--- src/rtl/dac_spi_tx_if.sv ---
// Word-handshake bundle between an in-fabric code source and the DAC transmitter.
interface dac_spi_tx_if;
  logic [15:0] data_in;
  logic        valid_in;
  logic        signed_in;
  logic        ready_out;

  modport master (output data_in, output valid_in, output signed_in, input ready_out);
  modport slave  (input data_in, input valid_in, input signed_in, output ready_out);
endinterface

--- src/rtl/dac_spi_tx.sv ---
// Serialises 16-bit DAC codes into a CS-framed, MSB-first SPI word followed
// by an optional LDAC load strobe. Signed codes are flipped to offset binary.
module dac_spi_tx #(
  parameter int CLK_DIV  = 2,
  parameter int CS_SETUP = 1,
  parameter int LDAC_W   = 2
) (
  input  logic         clk_in,
  input  logic         rst_in,
  dac_spi_tx_if.slave  bus,
  output logic         sclk_out,
  output logic         sdi_out,
  output logic         cs_n_out,
  output logic         ldac_n_out,
  output logic         done_out
);

  typedef enum logic [1:0] {IDLE, SETUP, SHIFT, LOAD} state_t;

  localparam int DIV_W   = $clog2(CLK_DIV) + 1;
  localparam int TMR_MAX = (CS_SETUP > LDAC_W) ? CS_SETUP : LDAC_W;
  localparam int TMR_W   = $clog2(TMR_MAX) + 1;

  state_t             state_q, state_d;
  logic               ready_q, ready_d;
  logic               sclk_q, sclk_d;
  logic               sdi_q, sdi_d;
  logic               cs_n_q, cs_n_d;
  logic               ldac_n_q, ldac_n_d;
  logic               done_q, done_d;
  logic [15:0]        sh_q, sh_d;
  logic [3:0]         bit_q, bit_d;
  logic [DIV_W-1:0]   div_q, div_d;
  logic [TMR_W-1:0]   tmr_q, tmr_d;
  logic               accept;
  logic [15:0]        word_c;

  // Next-state and output decode for the frame sequencer.
  always_comb begin
    state_d  = state_q;
    ready_d  = ready_q;
    sclk_d   = sclk_q;
    sdi_d    = sdi_q;
    cs_n_d   = cs_n_q;
    ldac_n_d = ldac_n_q;
    done_d   = 1'b0;
    sh_d     = sh_q;
    bit_d    = bit_q;
    div_d    = div_q;
    tmr_d    = tmr_q;
    accept   = bus.valid_in & ready_q;
    word_c   = bus.data_in ^ {bus.signed_in, 15'b0};

    case (state_q)
      IDLE: begin
        ready_d  = 1'b1;
        cs_n_d   = 1'b1;
        sclk_d   = 1'b0;
        ldac_n_d = 1'b1;
        if (accept) begin
          sh_d    = word_c;
          sdi_d   = word_c[15];
          cs_n_d  = 1'b0;
          ready_d = 1'b0;
          tmr_d   = '0;
          div_d   = '0;
          bit_d   = '0;
          state_d = SETUP;
        end
      end

      SETUP: begin
        if (int'(tmr_q) == CS_SETUP - 1) begin
          div_d   = '0;
          state_d = SHIFT;
        end else begin
          tmr_d = tmr_q + TMR_W'(1);
        end
      end

      SHIFT: begin
        if (int'(div_q) == CLK_DIV - 1) begin
          div_d = '0;
          if (!sclk_q) begin
            sclk_d = 1'b1;
          end else begin
            sclk_d = 1'b0;
            if (bit_q == 4'd15) begin
              cs_n_d = 1'b1;
              sdi_d  = 1'b0;
              tmr_d  = '0;
              if (LDAC_W == 0) begin
                ready_d = 1'b1;
                done_d  = 1'b1;
                state_d = IDLE;
              end else begin
                ldac_n_d = 1'b0;
                state_d  = LOAD;
              end
            end else begin
              bit_d = bit_q + 4'd1;
              sh_d  = {sh_q[14:0], 1'b0};
              sdi_d = sh_q[14];
            end
          end
        end else begin
          div_d = div_q + DIV_W'(1);
        end
      end

      LOAD: begin
        if (int'(tmr_q) == LDAC_W - 1) begin
          ldac_n_d = 1'b1;
          ready_d  = 1'b1;
          done_d   = 1'b1;
          state_d  = IDLE;
        end else begin
          tmr_d = tmr_q + TMR_W'(1);
        end
      end

      default: state_d = IDLE;
    endcase
  end

  // Registered state and pins; reset aborts any frame without a load strobe.
  always_ff @(posedge clk_in) begin
    if (rst_in) begin
      state_q  <= IDLE;
      ready_q  <= 1'b0;
      sclk_q   <= 1'b0;
      sdi_q    <= 1'b0;
      cs_n_q   <= 1'b1;
      ldac_n_q <= 1'b1;
      done_q   <= 1'b0;
      sh_q     <= '0;
      bit_q    <= '0;
      div_q    <= '0;
      tmr_q    <= '0;
    end else begin
      state_q  <= state_d;
      ready_q  <= ready_d;
      sclk_q   <= sclk_d;
      sdi_q    <= sdi_d;
      cs_n_q   <= cs_n_d;
      ldac_n_q <= ldac_n_d;
      done_q   <= done_d;
      sh_q     <= sh_d;
      bit_q    <= bit_d;
      div_q    <= div_d;
      tmr_q    <= tmr_d;
    end
  end

  assign bus.ready_out = ready_q;
  assign sclk_out      = sclk_q;
  assign sdi_out       = sdi_q;
  assign cs_n_out      = cs_n_q;
  assign ldac_n_out    = ldac_n_q;
  assign done_out      = done_q;

endmodule
--- src/flat_wrapper.sv ---
// flat-port wrapper written by rule: the top's interface ports become plain ports
module dac_spi_tx_flat 
#(
  parameter int CLK_DIV  = 2,
  parameter int CS_SETUP = 1,
  parameter int LDAC_W   = 2
)
  (clk_in, rst_in, sclk_out, sdi_out, cs_n_out, ldac_n_out, done_out, bus_data_in, bus_valid_in, bus_signed_in, bus_ready_out);
  dac_spi_tx_if bus_i ();
  input  logic clk_in;
  input  logic rst_in;
  output logic sclk_out;
  output logic sdi_out;
  output logic cs_n_out;
  output logic ldac_n_out;
  output logic done_out;
  input wire logic [$bits(bus_i.data_in)-1:0] bus_data_in;
  input wire logic [$bits(bus_i.valid_in)-1:0] bus_valid_in;
  input wire logic [$bits(bus_i.signed_in)-1:0] bus_signed_in;
  output wire logic [$bits(bus_i.ready_out)-1:0] bus_ready_out;
  assign bus_i.data_in = bus_data_in;
  assign bus_i.valid_in = bus_valid_in;
  assign bus_i.signed_in = bus_signed_in;
  assign bus_ready_out = bus_i.ready_out;
  dac_spi_tx #(.CLK_DIV(CLK_DIV), .CS_SETUP(CS_SETUP), .LDAC_W(LDAC_W)) u_core (.clk_in(clk_in), .rst_in(rst_in), .bus(bus_i), .sclk_out(sclk_out), .sdi_out(sdi_out), .cs_n_out(cs_n_out), .ldac_n_out(ldac_n_out), .done_out(done_out));
endmodule
--- config.mk ---
export PLATFORM = sky130hd
export DESIGN_NAME = dac_spi_tx_flat
export DESIGN_NICKNAME = d
export VERILOG_FILES = /design/src/rtl/dac_spi_tx_if.sv /design/src/rtl/dac_spi_tx.sv /design/src/flat_wrapper.sv
export SDC_FILE = /design/constraint.sdc
export NUM_CORES = 1
export LEC_CHECK = 0
export CORE_ASPECT_RATIO = 1.75
export CORE_UTILIZATION = 25
export CTS_CLUSTER_DIAMETER = 50
export DETAILED_ROUTE_END_ITERATION = 8
export DONT_BUFFER_PORTS = 1
export PLACE_DENSITY = 0.38
export SLEW_MARGIN = 40
export SYNTH_ARGS = -nofsm -noshare
export SYNTH_HDL_FRONTEND = slang
export SYNTH_SLANG_ARGS = --single-unit
--- constraint.sdc ---
create_clock -name clk_in -period 2.39 [get_ports clk_in]
set_clock_uncertainty 0.05 [all_clocks]
set_input_delay 0.717 -clock clk_in [delete_from_list [all_inputs] [get_ports clk_in]]
set_output_delay 0.717 -clock clk_in [all_outputs]
set_load 0.03 [all_outputs]
==> flow_metrics.tcl <==
set metrics [dict create \
    startpoint_type "flop" \
    overflow 0 \
    cts_num_sinks 31 \
    die_x_um 64.6 \
    antenna_found_initial 0 \
    synthFlopType "dfxtp_1" \
    clock_path_buffers 2 \
    yosysTopAreaCellShare 0.362 \
    post-synth-top-count-cell "dfxtp_1" \
    yosys.area.top_type "dfxtp_1" \
    antennaDiodeCount 0 \
    fin_crit_sh 0.894 \
    cts_tree "done" \
    firstDrtPassIters 4 \
    syn_area_um2 1710 \
    vdd_ir_drop_max_mv 0.560 \
    setup_viol 0 \
    cts.clk_slew.worst_paths_ns 0.05 \
    setup_tns_ns 0 \
    initial_core_util 0.260 \
    cts_root_buf "clkbuf_16" \
    grt_pass1_vias 1486 \
    postCtsSetupRepairBufs 0 \
    avgSynthCellArea_um2 9.47 \
    chipHeight_um 112 \
    synth_cell_types 43 \
    synth_cells 181 \
    yosysWarnings 0 \
    insertion_delay_ns 0.27 \
    synthesis.nets 210 \
    tightest_slew_ns 0.558 \
    globalRouteTotalUtil 0.130 \
    whs_ns 0.429 \
    hold_buffers 0 \
    remaining_drc_errors 0 \
    crit_required_ns 2.53 \
    htree_levels 2 \
    grt_setup_unrepaired "no" \
    grt_max_degree 32 \
    fmax_mhz 468 \
    wirelength_um 4240 \
    drt_iter0_drc 13 \
    arrival_ns 2.27 \
    fillerInstances 699 \
    ant_nets 0 \
    timing.final.hold_violations 0 \
    slew_headroom 0.628 \
    fin_util 0.292 \
    via_per_inst 5.11 \
    ios 26 \
    gp_congestion 0.834 \
    synth_area_leaders "dfxtp_1 (36%), mux2i_1 (8.8%), ha_1 (6.6%)" \
    cts_buffers 5 \
    area_growth_pct 12.2 \
    cp_max_fo 11 \
    dieArea_um2 7200 \
    ys_seq_area_frac 0.362 \
    hp-class "reg -> reg" \
    synth-async-reset-ratio 0 \
    rows 39 \
    nNetsFinal 213 \
    outcome "complete, no violations" \
    p_leak_nw 0.694 \
    core_um2 6590 \
    p_per_area_nw_per_um2 1450 \
    port-buffer-count 0 \
    wl_per_cell_um 15.9 \
    grt_pass1_wl_um 7230 \
    max_cap_viol_count 0 \
    min_period_ns 2.14 \
    crit_type "reg -> reg" \
    hpwl_um 3090 \
    num_vias 1365 \
    ys_ff_latch 31 \
    final_layout_size_suffix_gt1_frac 0.146 \
    cts_resized 0 \
    synth_edf_count 0 \
    end_kind "flop" \
    synth_common_cells "dfxtp_1 (31), a21oi_1 (21), mux2i_1 (15)" \
    maxSlewViolCount 0 \
]
-- layout by cell type, fill, tap and decap left out, types with 2 or more instances in the layout --
cell / netlist / final
nor2b_1: 4 / 4
a32o_1: 2 / 2
o21ai_0: 5 / 5
nor3_1: 6 / 6
a211oi_1: 8 / 8
a211oi_2: 8 / 8
and3_1: 4 / 4
mux2i_1: 15 / 15
ha_1: 9 / 9
nand2_1: 6 / 6
clkbuf_16: 0 / 5
inv_1: 8 / 8
nor3b_1: 3 / 3
dfxtp_1: 31 / 31
nand3_1: 6 / 6
buf_4: 1 / 7
a21oi_1: 21 / 21
clkbuf_1: 2 / 2
nand4_1: 2 / 2
nand2b_1: 2 / 2
a211o_1: 2 / 2
nor2_1: 10 / 10
-- cell type report --
| type | instances | area (um2) | area share |
|---|---|---|---|
| clock inverter | 1 | 5.00 | 0.00260 |
| sequential | 31 | 621 | 0.323 |
| clock buffer | 7 | 133 | 0.0690 |
| inverter | 8 | 30.0 | 0.0156 |
| tap | 82 | 103 | 0.0534 |
| timing repair buffer | 7 | 52.6 | 0.0273 |
| multi-input combinational | 131 | 980 | 0.509 |
-- metrics by stage --
stage                     area [um2]  power (mW)  worst slack (ns)  cells
after global placement          1790        2.19             0.352    259
after floorplan                 1710        1.96             0.559    181
final                           1920        2.79             0.254    267
after detailed placement        1790        2.22             0.237    259
after CTS                       1920        2.83             0.246    267
after global routing            1920        3.02            0.0423    267
-- critical path, stage by stage, from the launching register on --
cell      delay, ns
dfxtp_1        0.38
inv_1          0.11
ha_1           0.27
a21boi_2       0.22
a211oi_4       0.48
buf_4          0.25
a21oi_1        0.08
a211oi_1       0.20
-- sequential cells by signal (all words and copies together) (netlist names) --
name	count
u_core.state_q	2
u_core.cs_n_out	1
u_core.bit_q	4
u_core.sdi_out	1
u_core.sh_q	15
u_core.done_out	1
u_core.div_q	2
u_core.bus.ready_out	1
u_core.ldac_n_out	1
u_core.tmr_q	2
u_core.sclk_out	1
-- worst paths after layout --
| check | from | end | slack, ns | depth (start not counted) |
|---|---|---|---|---|
| max | u_core.state_q[0] | u_core.sh_q[7] | 0.25 | 7 |
| min | u_core.sh_q[0] | u_core.sh_q[0] | 0.43 | 2 |
| max reg2reg | u_core.state_q[0] | u_core.sh_q[7] | 0.25 | 7 |
| min reg2reg | u_core.sh_q[0] | u_core.sh_q[0] | 0.43 | 2 |
-- power breakdown --
part           switching, mW  internal [mW]  total, mW
Clock                  0.218          0.384      0.602
Sequential             0.111          0.653      0.764
Combinational          0.861          0.562       1.42
-- routing by layer --
layer | routed length, um | GRT usage
met1 | 1680 | 0.135
met2 | 2310 | 0.244
met3 | 200 | 0.0369
met4 | 54 | 0.0400
met5 | 0 | 0
-- cells by family after synthesis --
kind of cell / count (synthesis) / share of synthesized area
multiplexers: 16 / 0.0942
XOR/XNOR: 1 / 0.00511
buffers and inverters: 19 / 0.0664
AND/OR/NAND/NOR: 44 / 0.134
adder cells (fa/ha/maj): 9 / 0.0657
AO/OA/AOI/OAI: 61 / 0.273
flip-flops: 31 / 0.362
Power figures use the tool's default switching activity.
